$ cat src/rtl/prio_enc_pkg.sv
// Shared definitions for the registered 8-to-3 priority encoder with handshake.
package prio_enc_pkg;

  localparam int N_REQ  = 8;
  localparam int CODE_W = 3;

  typedef enum logic {
    IDLE  = 1'b0,
    SERVE = 1'b1
  } state_t;

  // One-hot mask for a code, used to retire the bit just accepted.
  function automatic logic [N_REQ-1:0] code_to_onehot(input logic [CODE_W-1:0] code);
    logic [N_REQ-1:0] oh;
    oh       = '0;
    oh[code] = 1'b1;
    return oh;
  endfunction

endpackage

$ cat src/rtl/prio_enc8_comb.sv
// Combinational 8-to-3 priority winner with a non-zero flag.
module prio_enc8_comb
  import prio_enc_pkg::*;
#(
  parameter bit HIGH_FIRST = 1'b1
) (
  input  logic [N_REQ-1:0]  mask,
  output logic [CODE_W-1:0] code,
  output logic              nz
);

  // Scan toward the highest-priority end so the last hit seen wins.
  always_comb begin
    // NOTE: a default before the loop keeps every path assigned, so no latch is inferred.
    code = '0;
    for (int i = 0; i < N_REQ; i++) begin
      if (HIGH_FIRST) begin
        if (mask[i]) code = CODE_W'(i);
      end else begin
        if (mask[N_REQ-1-i]) code = CODE_W'(N_REQ-1-i);
      end
    end
  end

  assign nz = |mask;

endmodule

$ cat src/rtl/prio_encoder8_hs.sv
// Registered 8-to-3 priority encoder: gathers requests into a pending mask and
// hands out one code per valid/ready handshake on the {E,x0,x1} triple.
module prio_encoder8_hs
  import prio_enc_pkg::*;
#(
  parameter bit HIGH_FIRST = 1'b1,
  parameter bit MERGE      = 1'b1
) (
  input  logic             clk,
  input  logic             rst,
  input  logic             en,
  input  logic [N_REQ-1:0] req,
  output logic             E,
  output logic             x0,
  output logic             x1,
  output logic             valid,
  input  logic             ready,
  output logic             busy,
  output logic             dropped
);

  state_t              r_state;
  logic [N_REQ-1:0]    r_pend;
  logic [CODE_W-1:0]   r_code;
  logic                r_dropped;

  logic [N_REQ-1:0]    w_in;
  logic [N_REQ-1:0]    w_merge_in;
  logic [N_REQ-1:0]    w_pend_next;
  logic                w_accept;
  logic [CODE_W-1:0]   w_in_code;
  logic                w_in_nz;
  logic [CODE_W-1:0]   w_next_code;
  logic                w_next_nz;

  assign w_in       = req & {N_REQ{en}};
  assign w_merge_in = MERGE ? w_in : '0;
  assign w_accept   = (r_state == SERVE) && ready;

  // Retiring the accepted bit before OR-ing new requests lets a same-cycle
  // request for that code re-queue it.
  assign w_pend_next = w_accept ? ((r_pend & ~code_to_onehot(r_code)) | w_merge_in)
                                : (r_pend | w_merge_in);

  prio_enc8_comb #(.HIGH_FIRST(HIGH_FIRST)) u_win_in (
    .mask (w_in),
    .code (w_in_code),
    .nz   (w_in_nz)
  );

  prio_enc8_comb #(.HIGH_FIRST(HIGH_FIRST)) u_win_next (
    .mask (w_pend_next),
    .code (w_next_code),
    .nz   (w_next_nz)
  );

  // Handshake FSM: the code register only changes on load or accept, so the
  // output stays stable under backpressure even when higher requests merge in.
  always_ff @(posedge clk) begin
    if (rst) begin
      // NOTE: non-blocking assignments keep every register update using pre-edge values.
      r_state   <= IDLE;
      r_pend    <= '0;
      r_code    <= '0;
      r_dropped <= 1'b0;
    end else begin
      unique case (r_state)
        IDLE: begin
          if (w_in_nz) begin
            r_pend  <= w_in;
            r_code  <= w_in_code;
            r_state <= SERVE;
          end
        end
        SERVE: begin
          if (!MERGE && w_in_nz) r_dropped <= 1'b1;
          r_pend <= w_pend_next;
          if (w_accept) begin
            if (w_next_nz) r_code  <= w_next_code;
            else           r_state <= IDLE;
          end
        end
        default: r_state <= IDLE;
      endcase
    end
  end

  assign {E, x0, x1} = r_code;
  assign valid       = (r_state == SERVE);
  assign busy        = (r_state == SERVE);
  assign dropped     = r_dropped;

endmodule

$ cat config.mk
export PLATFORM = sky130hd
export DESIGN_NAME = prio_encoder8_hs
export DESIGN_NICKNAME = d
export VERILOG_FILES = /design/src/rtl/prio_enc_pkg.sv /design/src/rtl/prio_enc8_comb.sv /design/src/rtl/prio_encoder8_hs.sv
export SDC_FILE = /design/constraint.sdc
export NUM_CORES = 1
export LEC_CHECK = 0
export ABC_AREA = 1
export CORE_MARGIN = 5
export CORE_UTILIZATION = 49
export CTS_CLUSTER_SIZE = 8
export DETAILED_ROUTE_END_ITERATION = 10
export PLACE_DENSITY = 0.87
export SLEW_MARGIN = 20
export SYNTH_ARGS = -nofsm -noshare
export SYNTH_HDL_FRONTEND = slang
export SYNTH_SLANG_ARGS = --single-unit
$ cat constraint.sdc
create_clock -name clk -period 1.8 [get_ports clk]
set_input_delay 0.45 -clock clk [delete_from_list [all_inputs] [get_ports clk]]
set_output_delay 0.45 -clock clk [all_outputs]
set_load 0.1 [all_outputs]
==> metrics.txt, run 1 <==
pre-CTS WS=-0.353 ns; final WL=2.51 mm; Post-synth EDFFs=0; maximum clock frequency=0.605 GHz; required time of the critical path=1.97 ns; standard-cell rows=15; drt wl/cell=13.1 um; clock tree sinks=12; vias per std cell=~5.4; Synth top area share=0.286; layout cells sized above 1=0.280; DRT Pass-1 Iters=4; global-route usage over all layers=0.192; area leader, netlist=dfxtp_1; peak supply drop=a little under 0.6 mV; crit start category=primary input; crit path time final=~1.7 ns; worst-case hold slack=roughly 0.46 ns; Fin. Hold Viols=0; Ys Warns=0; first-pass GRT wire length=3.88 mm; Num CTS Buffers=3; Crit. End Element=flip-flop; MaxCap Viol Count=0; Pins Over Slew Limit=0; fin crit share=0.919; Worst EP arrival=1.82 ns; number of global-route vias before repair=972; diodes inserted=0; TritonCTS clock tree=yes; Synth Instances=139; Final #Nets=188; Unique masters post-synth=23; status=complete, no violations; initial antenna violation count=0; FF/Latch Area=250 sq um; list of most frequent post-synthesis cells=nand2_1 (45), inv_1 (15), nor2_1 (13); Synth async-reset ratio=0; Synth area leaders=dfxtp_1 (29%), nand2_1 (20%), a21oi_1 (7.1%); starting density of the core=0.503; pin count of the biggest net entering global routing=16; syn nets=151; area of the multi-input gates=509 sq um; final worst slack=0.146 ns; most common cell in the netlist=nand2_1; cell area after synthesis=841 sq um; Vias=1034; RD Place Congestion=slightly below 0.9; Hold Crit Class=reg2reg; Final Skew=0.0103 ns; Clock Tree Buf Depth=2; Detail Placement HPWL=1.85 mm; H-Tree Depth=1; Post-CTS Hold Fix Bufs=0; RSZ-0062 raised after global routing=no; Die Span Y=approximately 51 um; die width=51.4 um; DIE AREA=2640 sq um; Post-DRT Antenna Nets=0; DRC errors left=0; Filler cells=115; register bit count reported by yosys=12; global route overflow=0; sequential share of the synthesized area=0.286; leak pwr=~0.61 nW; Mapped Avg Cell Area=6.05 sq um; power density cells=687 nW/um^2; Clock Pin Slew Worst Setup and Hold Paths=~0.080 ns; DR iter-0 viols=38; Final Setup Violations=0; crit-path max FO=5; io pins=18; placeable core area=1670 sq um; area grow syn2layout=47.9%; ys flop type=dfxtp_1; final setup TNS=0 ns; kind of critical path=in2reg; IO Port Bufs=16; Skew-Pair Late Insertion Delay=0.27 ns; clock root buffer=clkbuf_4
==> cells by family (layout without fill, tap and decap cells) <==
family | count (synthesis) | count (layout) | synth area share
and+or+nand+nor | 76 | 76 | 0.403
AOI/OAI and AO/OA | 27 | 27 | 0.192
buffers and inverters | 23 | 59 | 0.115
DFF | 12 | 12 | 0.286
other | 1 | 1 | 0.00446
==> registers in the layout, summed over array words and instances, names as in the netlist <==
| register | flops |
|---|---|
| r_code | 3 |
| busy | 1 |
| r_pend | 8 |
==> critical path, cell delays in order <==
cell and delay (ns):
clkdlybuf4s50_1 0.40, nand2_1 0.09, inv_1 0.07, nor2_1 0.13, nand3_1 0.14, nor2_2 0.16, nand3_2 0.11, nand3_2 0.11
nand2_1 0.06, nand2_1 0.06, nor2_1 0.04
==> power by group <==
| group | switching [mW] | total [mW] | internal, mW |
|---|---|---|---|
| clock network | 0.0855 | 0.171 | 0.0857 |
| logic | 0.219 | 0.368 | 0.148 |
| registers | 0.0281 | 0.316 | 0.287 |
| total | 0.333 | 0.854 | 0.521 |
==> what timing repair did <==
item / in CTS / in global routing
endpoints found under the setup margin: 3 / 12
pin swaps: 0 / 0
buffers inserted: 0 / 4
resized for setup: 2 / 1
cloned: 0 / 0
==> metal layers <==
layer / GRT usage / vias to the layer above / part of all wire
met4: 0.0873 / 0 / 0.028
met3: 0.0408 / 8 / 0.068
met1: 0.223 / 460 / 0.42
met2: 0.335 / 46 / 0.48
li1: - / 520 / -
met5: 0 / - / 0
==> worst paths after layout <==
path | startpoint | cells past startpoint | slack [ns] | to
max | req[1] | 11 | 0.15 | r_code[0]
min | r_pend[5] | 2 | 0.46 | r_pend[5]
max reg2reg | r_code[2] | 11 | 0.23 | r_code[0]
min reg2reg | r_pend[5] | 2 | 0.46 | r_pend[5]
==> layout make-up <==
cell class,instances,area share
multi-input combinational,104,0.409
timing repair buffer,37,0.297
sequential,12,0.201
inverter,18,0.0543
clock buffer,4,0.0211
tap,17,0.0171
==> placed cells by master (no fill, tap or decap) <==
cell type / n
nor2_4: 2
dfxtp_2: 2
clkbuf_1: 1
clkinv_1: 1
nand3_2: 3
inv_2: 2
nand3_1: 4
nand2_2: 2
a31oi_1: 4
or2_2: 1
nand2_1: 45
dfxtp_4: 2
o211ai_1: 1
nand4_1: 3
a21oi_2: 5
inv_1: 15
buf_4: 21
nor3_1: 2
buf_12: 5
conb_1: 1
nor2_2: 1
dfxtp_1: 8
o21ai_0: 5
a21oi_1: 12
clkdlybuf4s50_1: 9
nor2_1: 13
dlygate4sd2_1: 1
clkbuf_4: 3
dlymetal6s2s_1: 1
==> metrics by stage <==
stage	instance area [sq um]	total power, mW	utilization	std cells
2_1_floorplan	851	0.535	-	139
3_3_place_gp	1180	0.663	0.707	184
3_5_place_dp	1180	0.670	0.707	184
4_1_cts	1210	0.840	0.725	188
5_1_grt	1240	0.896	0.745	192
6_report	1240	0.854	0.745	192
Power figures use the tool's default switching activity.
==> run 2, diff against run 1 <==
- ABC_AREA: 1 -> not set
- CORE_UTILIZATION: 49 -> 51
- PLACE_DENSITY: 0.87 -> 0.88
- SYNTH_HIERARCHICAL: not set -> 1
==> run 2 against run 1 <==
The flow now stops in global routing (5_1_grt); synthesized area increased by 13%; synthesized cell count is 15% lower.
==> metrics.txt, run 2 <==
status=aborted with a tool error; Fail Step=global routing (5_1_grt); Tool Error=[ERROR DPL-0038] Utilization greater than 100%, impossible to legalize; Synth Area in Adders=0 (unchanged); H-Tree Depth=1 (unchanged); die width=53.2 um (+3.4%); list of most frequent post-synthesis cells=dfxtp_1 (12), a21oi_1 (10), nand2b_1 (10), nor2_1 (10), mux2i_1 (9); Unique masters post-synth=30 (+30%); standard-cell rows=15 (unchanged); main combinational cell family by area after synthesis=compound AO/OA/AOI/OAI gates; clock tree sinks=12 (unchanged); GRT worst endpoint=r_code[0]$_SDFFE_PP0P_/D; area leader, netlist=dfxtp_1; register bit count reported by yosys=12 (unchanged); Num CTS Buffers=3 (unchanged); Synth Area in Simple Gates=0.256 (-0.148); Synth Instances=118 (-15%); Mapped Avg Cell Area=8.05 sq um (+33%); cell area after synthesis=950 sq um (+13%); starting density of the core=0.544 (+0.0407); Post-synth EDFFs=0 (unchanged); placed cell areas=1420 sq um (+20%); Synth top area share=0.253 (-0.0327); Die Span Y=53.2 um (+3.4%); ys flop type=dfxtp_1; multiplexer share of the synthesized area=0.0949 (+0.0949); IO Port Bufs=16 (unchanged); most common cell in the netlist=dfxtp_1; Synth Area in Compound Gates=0.310 (+0.118); sequential share of the synthesized area=0.253 (-0.0327); clock root buffer=clkbuf_4; Clock Tree Buf Depth=2 (unchanged); pin count of the biggest net entering global routing=13; Detail Placement HPWL=2.55 mm (+38%); io pins=18 (unchanged); worst endpoint type=sequential cell input; XOR/XNOR Fraction of Synth Area=0 (unchanged); Ys Warns=6 (+6); Post-CTS Hold Fix Bufs=0 (unchanged); syn nets=130 (-14%); RD Place Congestion=0.913 (+2.9%); Synth async-reset ratio=0 (unchanged); Synth area leaders=dfxtp_1 (25%), mux2i_1 (9.5%), nand2b_1 (6.6%)
-- run 2: changes by cell type after synthesis, sizes merged, moves of 6 or more --
cell	before	now
and2	0	8
nand2b	0	11
mux2i	0	9
o31ai	0	10
nand2	47	6
o311ai	0	6
inv	17	6
nor2	16	10
-- run 2: kinds of logic after synthesis --
family	Yosys count
other cells	1
mux	9
compound gates	38
simple gates	44
buf+inv	14
flops	12
-- run 2: through the flow --
step | setup WS (ns) | instances | hold WS, ns
after CTS | 0.0105 | 192 | 0.520
after detailed placement | -0.683 | 186 | 0.485
after global placement | -0.566 | 186 | 0.484
after floorplan | -0.0483 | 118 | 0.464
-- run 2: what timing repair did --
item,CTS
setup endpoints to repair,12
pin swaps,7
setup buffers,2
gates resized for setup,43
==> run 3, diff against run 2 <==
- CORE_AREA: not set -> 5 5 66 68
- CORE_MARGIN: 5 -> not set
- CORE_UTILIZATION: 51 -> not set
- CTS_CLUSTER_SIZE: 8 -> not set
- DIE_AREA: not set -> 0 0 71 73
- PLACE_DENSITY: 0.88 -> not set
- PLACE_DENSITY_LB_ADDON: not set -> 0.15
==> run 3 against run 2 <==
The flow now finishes, with violations (negative setup slack); synthesized area did not move; synthesized cell count did not move.
==> metrics.txt, run 3 <==
MaxCap Viol Count=0; Clock Tree Buf Depth=2 (unchanged); Filler cells=382; crit path time final=between 1.5 and 2 ns; RD Place Congestion=0.858 (-6.1%); diodes inserted=0; list of most frequent post-synthesis cells=dfxtp_1 (12), a21oi_1 (10), nand2b_1 (10), nor2_1 (10), mux2i_1 (9); power density cells=645 nW/um^2; peak supply drop=0.254 mV; r2r worst-path depth=8; Unique masters post-synth=30 (unchanged); Overall Power=between 1 and 1.5 mW; kind of critical path=reg2reg; maximum clock frequency=0.541 GHz; syn nets=130 (unchanged); RSZ-0062 raised after global routing=yes; area of the multi-input gates=883 sq um; cell area after synthesis=950 sq um (unchanged); number of global-route vias before repair=1099; Vias=roughly 1100; pin count of the biggest net entering global routing=13; Die Span Y=73 um (+37%); vias per std cell=approximately 5; io pins=18 (unchanged); die width=71 um (+34%); status=finished with violations; Post-DRT Antenna Nets=0; Mapped Avg Cell Area=8.05 sq um (unchanged); first-pass GRT wire length=5.31 mm; Synth top area share=0.253 (unchanged); Post-synth EDFFs=0 (unchanged); worst hold path depth=2; DIE AREA=5180 sq um; Synth async-reset ratio=0 (unchanged); sequential share of the synthesized area=0.253 (unchanged); register name with the most flops=r_pend; initial antenna violation count=0; final worst slack=-0.0491 ns; Clock Pin Slew Worst Setup and Hold Paths=0.06 ns; pre-CTS WS=-0.666 ns (+0.0168 ns); placed insts=202 (+8.6%); max reg flops=8; drt wl/cell=15.5 um; fin crit share=1.03; FF/Latch Area=255 sq um; H-Tree Depth=1 (unchanged); Fin. Hold Viols=0; failing checks=negative setup slack; IO Port Bufs=16 (unchanged); Num CTS Buffers=3 (unchanged); final WL=roughly 3.3 mm; area leader, netlist=dfxtp_1; worst-case hold slack=between 0.5 and 0.6 ns; Pins Over Slew Limit=0; required time of the critical path=1.94 ns; global route overflow=0; Rel. slew slack=0.647; clock tree sinks=12 (unchanged); launching point of the worst reg2reg path=r_code[1]; clock root buffer=clkbuf_8; reg2reg end=r_code[2]; DRT Pass-1 Iters=6; global-route usage over all layers=0.128; Skew-Pair Late Insertion Delay=roughly 0.24 ns; DRC errors left=0; commonest non-fill, non-tap cell in the layout=buf_4; worst hold endpoint=r_pend[3]; register bit count reported by yosys=12 (unchanged); Final Skew=0.00803 ns; Ys Warns=6 (unchanged); ys flop type=dfxtp_1; placeable core area=roughly 3800 sq um; Synth Instances=118 (unchanged); crit-path max FO=5; TritonCTS clock tree=yes; starting density of the core=0.250 (-0.294); Hold Crit Start=r_pend[3]; r2r setup slk=-0.05 ns; most common cell in the netlist=dfxtp_1; area grow syn2layout=82.9%; Worst EP arrival=1.99 ns; Synth area leaders=dfxtp_1 (25%), mux2i_1 (9.5%), nand2b_1 (6.6%); Hold Crit Class=reg2reg; Worst Tran Pin Value=about 0.53 ns; most frequent cells in the layout=buf_4 (34), nand2b_4 (11), a21oi_1 (10), mux2i_1 (9); leak pwr=0.779 nW; Final Setup Violations=3; final std cells w/o fill=214; Crit. End Element=flip-flop; Detail Placement HPWL=2.35 mm (-7.8%); standard-cell rows=23 (+8); final setup TNS=-0.129 ns; layout cells sized above 1=0.604; crit start category=flip-flop; Final #Nets=177; DR iter-0 viols=33
==> run 3: cell counts after synthesis <==
Identical to the previous run, type by type.
==> run 3: stage by stage <==
step / util / instance area [sq um]
2_1_floorplan: - / 975
3_3_place_gp: 0.365 / 1390
3_5_place_dp: 0.365 / 1390
4_1_cts: 0.444 / 1690
5_1_grt: 0.457 / 1740
6_report: 0.457 / 1740
==> run 3: cells by family after synthesis <==
logic type	count (synthesis)	synth area share
compound gates	38	0.310
other cells	1	0.00395
simple gates	44	0.256
flops	12	0.253
buf+inv	14	0.0830
mux	9	0.0949
==> run 3: where the power goes <==
part	switching, mW	total [mW]	internal [mW]
Sequential	0.0381	0.327	0.289
Clock	0.110	0.261	0.151
Combinational	0.293	0.533	0.240
Total	0.441	1.12	0.680
==> run 3: what timing repair did <==
item	CTS	global route
gates resized for setup	50	16
buffers inserted	7	1
endpoints found under the hold margin	0	0
hold buffers	0	0
endpoints found under the setup margin	12	12
pin swaps	8	8
==> run 3: worst max-delay path, stage by stage (launching register included) <==
cell      delay (ns)
dfxtp_4         0.36
nand2b_4        0.21
o31ai_4         0.33
nand2b_4        0.10
nor2_4          0.10
nand4_1         0.16
nand3_2         0.17
a221oi_2        0.08
a311oi_2        0.25
==> run 3: cell type report <==
class                      instances  share of cell area
clock inverter                     1             0.00216
inverter                           6              0.0151
timing repair buffer              50               0.267
sequential                        12               0.147
clock buffer                       3              0.0238
multi-input combinational         92               0.509
tap                               50              0.0360
==> run 3: worst max path at each step <==
stage,start,to,slack [ns],cells after the start
after CTS,req[4],r_pend[4],-0.01,7
after global routing,r_code[1],r_code[0],-0.16,8
after global placement,ready,r_code[1],-0.63,8
after detailed placement,ready,r_code[2],-0.67,9
final,r_code[1],r_code[2],-0.05,8
after floorplan,busy,r_code[0],-0.05,9
==> run 3: layer usage <==
layer | global-route usage | vias up | part of all wire
li1 | - | 526 | -
met1 | 0.155 | 523 | 0.44
met2 | 0.232 | 20 | 0.51
met3 | 0.0220 | 2 | 0.037
met4 | 0.0376 | 0 | 0.0081
met5 | 0 | - | 0
==> run 4, diff against run 3 <==
- CTS_BUF_LIST: not set -> sky130_fd_sc_hd__clkbuf_2
==> run 4 against run 3 <==
The flow still finishes with violations (negative setup slack); non-clock buffer count up 4; global-route usage up 0.40 points; critical path depth unchanged; worst hold slack improved by 0.0025 ns; count of clock-buffer cells in the layout did not move; first-iteration DRC count rose by 36%; clock power shrank 41%; maximum frequency increased by 0.52%; sequential power fell by 2%; critical endpoint is now r_code[1]; largest cell class unchanged; largest power group unchanged; highest routed layer unchanged.
==> metrics.txt, run 4 (same netlist as run 3, synthesis figures left out) <==
Rel. slew slack=0.641 (-0.00598); Worst EP arrival=2.07 ns (+0.08 ns); RSZ-0062 raised after global routing=yes; Fin. Hold Viols=0 (unchanged); Die Span Y=73 um (unchanged); final worst slack=-0.0396 ns (+0.00954 ns); max reg flops=8 (unchanged); Skew-Pair Late Insertion Delay=0.29 ns (+0.05 ns); crit start category=flip-flop; Hold Crit Class=reg2reg; vias per std cell=4.84 (-3.2%); io pins=18 (unchanged); register name with the most flops=r_pend; die width=71 um (unchanged); placed cell areas=1390 sq um (unchanged); power density cells=595 nW/um^2 (-7.7%); Vias=1056 (-1.4%); layout cells sized above 1=0.595 (-0.00842); crit path max-delay cell type=dfxtp_4; final WL=3.39 mm (+2.2%); first-pass GRT wire length=5.47 mm (+3.0%); TritonCTS clock tree=yes; fin crit share=1.02 (-0.00530); Clock Tree Buf Depth=2 (unchanged); DIE AREA=5180 sq um (unchanged); commonest non-fill, non-tap cell in the layout=buf_4; Final #Nets=181 (+2.3%); DRT Pass-1 Iters=4 (-2); DRC errors left=0 (unchanged); DR iter-0 viols=45 (+36%); Slowest Stage Delay on Critical Path=0.38 ns (+0.02 ns); IO Port Bufs=16 (unchanged); drt wl/cell=15.5 um (+0.36%); Worst Tran Pin Value=0.536 ns (+0.00894 ns); diodes inserted=0 (unchanged); crit path time final=1.84 ns (-0.00954 ns); Pins Over Slew Limit=0 (unchanged); pin count of the biggest net entering global routing=13 (unchanged); CP Cell Sequence=nand2b_4 > o31ai_4 > nand2b_4 > buf_6 > o31ai_4 > mux2i_1 > a21o_1 > a21oi_2; most frequent cells in the layout=buf_4 (37), nand2b_4 (10), a21oi_1 (10), mux2i_1 (9), dfxtp_1 (8); Num CTS Buffers=3 (unchanged); clock tree sinks=12 (unchanged); initial antenna violation count=0 (unchanged); Filler cells=385 (+0.79%); H-Tree Depth=1 (unchanged); status=finished with violations; maximum clock frequency=0.544 GHz (+0.52%); RD Place Congestion=0.858 (unchanged); standard-cell rows=23 (unchanged); peak supply drop=0.166 mV (-35%); Post-DRT Antenna Nets=0 (unchanged); final setup TNS=-0.0707 ns (+0.0585 ns); Final Skew=0.0190 ns (+0.0109 ns); number of global-route vias before repair=1117 (+1.6%); leak pwr=0.738 nW (-5.2%); fin area=1740 sq um (about the same); placeable core area=3800 sq um (unchanged); Crit. End Element=flip-flop; clock root buffer=clkbuf_2; global route overflow=0 (unchanged); Final Setup Violations=3 (unchanged); global-route usage over all layers=0.132 (+0.00401); kind of critical path=reg2reg; required time of the critical path=2.03 ns (+0.09 ns); r2r setup slk=-0.04 ns (about the same); Clock Pin Slew Worst Setup and Hold Paths=0.15 ns (+0.09 ns); crit-path max FO=5 (unchanged); starting density of the core=0.250 (unchanged); area grow syn2layout=83.0% (about the same); MaxCap Viol Count=0 (unchanged); Detail Placement HPWL=2.35 mm (unchanged); failing checks=negative setup slack
run 4: cell types whose count changed in the layout (fill, tap and decap cells not counted), sizes merged:
cell	previous run	this run
buf	40	43
clkbuf	4	3
clkdlybuf4s15	0	1
clkdlybuf4s50	1	6
clkinvlp	1	0
dlygate4sd2	3	4
dlymetal6s2s	5	0
inv	5	6
run 4: per-layer routing:
metal  part of all wire  wire [um]  vias to the layer above  GRT usage
li1                   -          -                      533          -
met1               0.45       1510                      500      0.158
met2               0.51       1710                       17      0.238
met3              0.026         88                        6     0.0165
met4              0.021         72                        0     0.0543
met5                  0          0                        -          0
run 4: path summary, 6_finish.rpt:
kind          endpoint  startpoint  cells past startpoint
min reg2reg  r_pend[3]   r_pend[3]                      2
min          r_pend[3]   r_pend[3]                      2
max          r_code[1]   r_code[1]                      8
max reg2reg  r_code[1]   r_code[1]                      8
run 4: report_power, final:
part	total, mW	switching, mW	internal (mW)	leakage, nW
Clock	0.153	0.105	0.0482	0.0140
Sequential	0.322	0.0337	0.288	0.101
Combinational	0.560	0.306	0.253	0.623
run 4: critical path: cells and delay by family (launching register included):
kind,cells,cell delay [ns]
DFF,1,0.38
AOI/OAI and AO/OA,4,0.83
buffers and inverters,1,0.13
and+or+nand+nor,2,0.30
muxes,1,0.14
run 4: cell type report:
| class | count | area (sq um) | area share |
|---|---|---|---|
| multi-input combinational | 92 | 883 | 0.508 |
| timing repair buffer | 54 | 495 | 0.285 |
| sequential | 12 | 255 | 0.147 |
| tap | 50 | 62.6 | 0.0360 |
| inverter | 6 | 22.5 | 0.0130 |
| clock buffer | 3 | 15.0 | 0.00864 |
| clock inverter | 1 | 3.75 | 0.00216 |
run 4: per-stage QoR:
| stage | hold slack (ns) | setup slack, ns | utilization | total power, mW | cells |
|---|---|---|---|---|---|
| 2_1_floorplan | 0.464 | -0.0483 | - | 0.573 | 118 |
| 3_3_place_gp | 0.485 | -0.625 | 0.365 | 0.745 | 202 |
| 3_5_place_dp | 0.494 | -0.666 | 0.365 | 0.743 | 202 |
| 4_1_cts | 0.513 | -0.0111 | 0.433 | 0.987 | 214 |
| 5_1_grt | 0.559 | -0.120 | 0.458 | 1.08 | 218 |
| 6_report | 0.520 | -0.0396 | 0.458 | 1.03 | 218 |
run 4: repair_timing:
item / CTS / global route
pin swaps: 9 / 6
setup endpoints to repair: 12 / 12
hold buffers: 0 / 0
buffers inserted: 8 / 4
hold endpoints to repair: 0 / 0
cloned: 0 / 0
resized for setup: 42 / 14
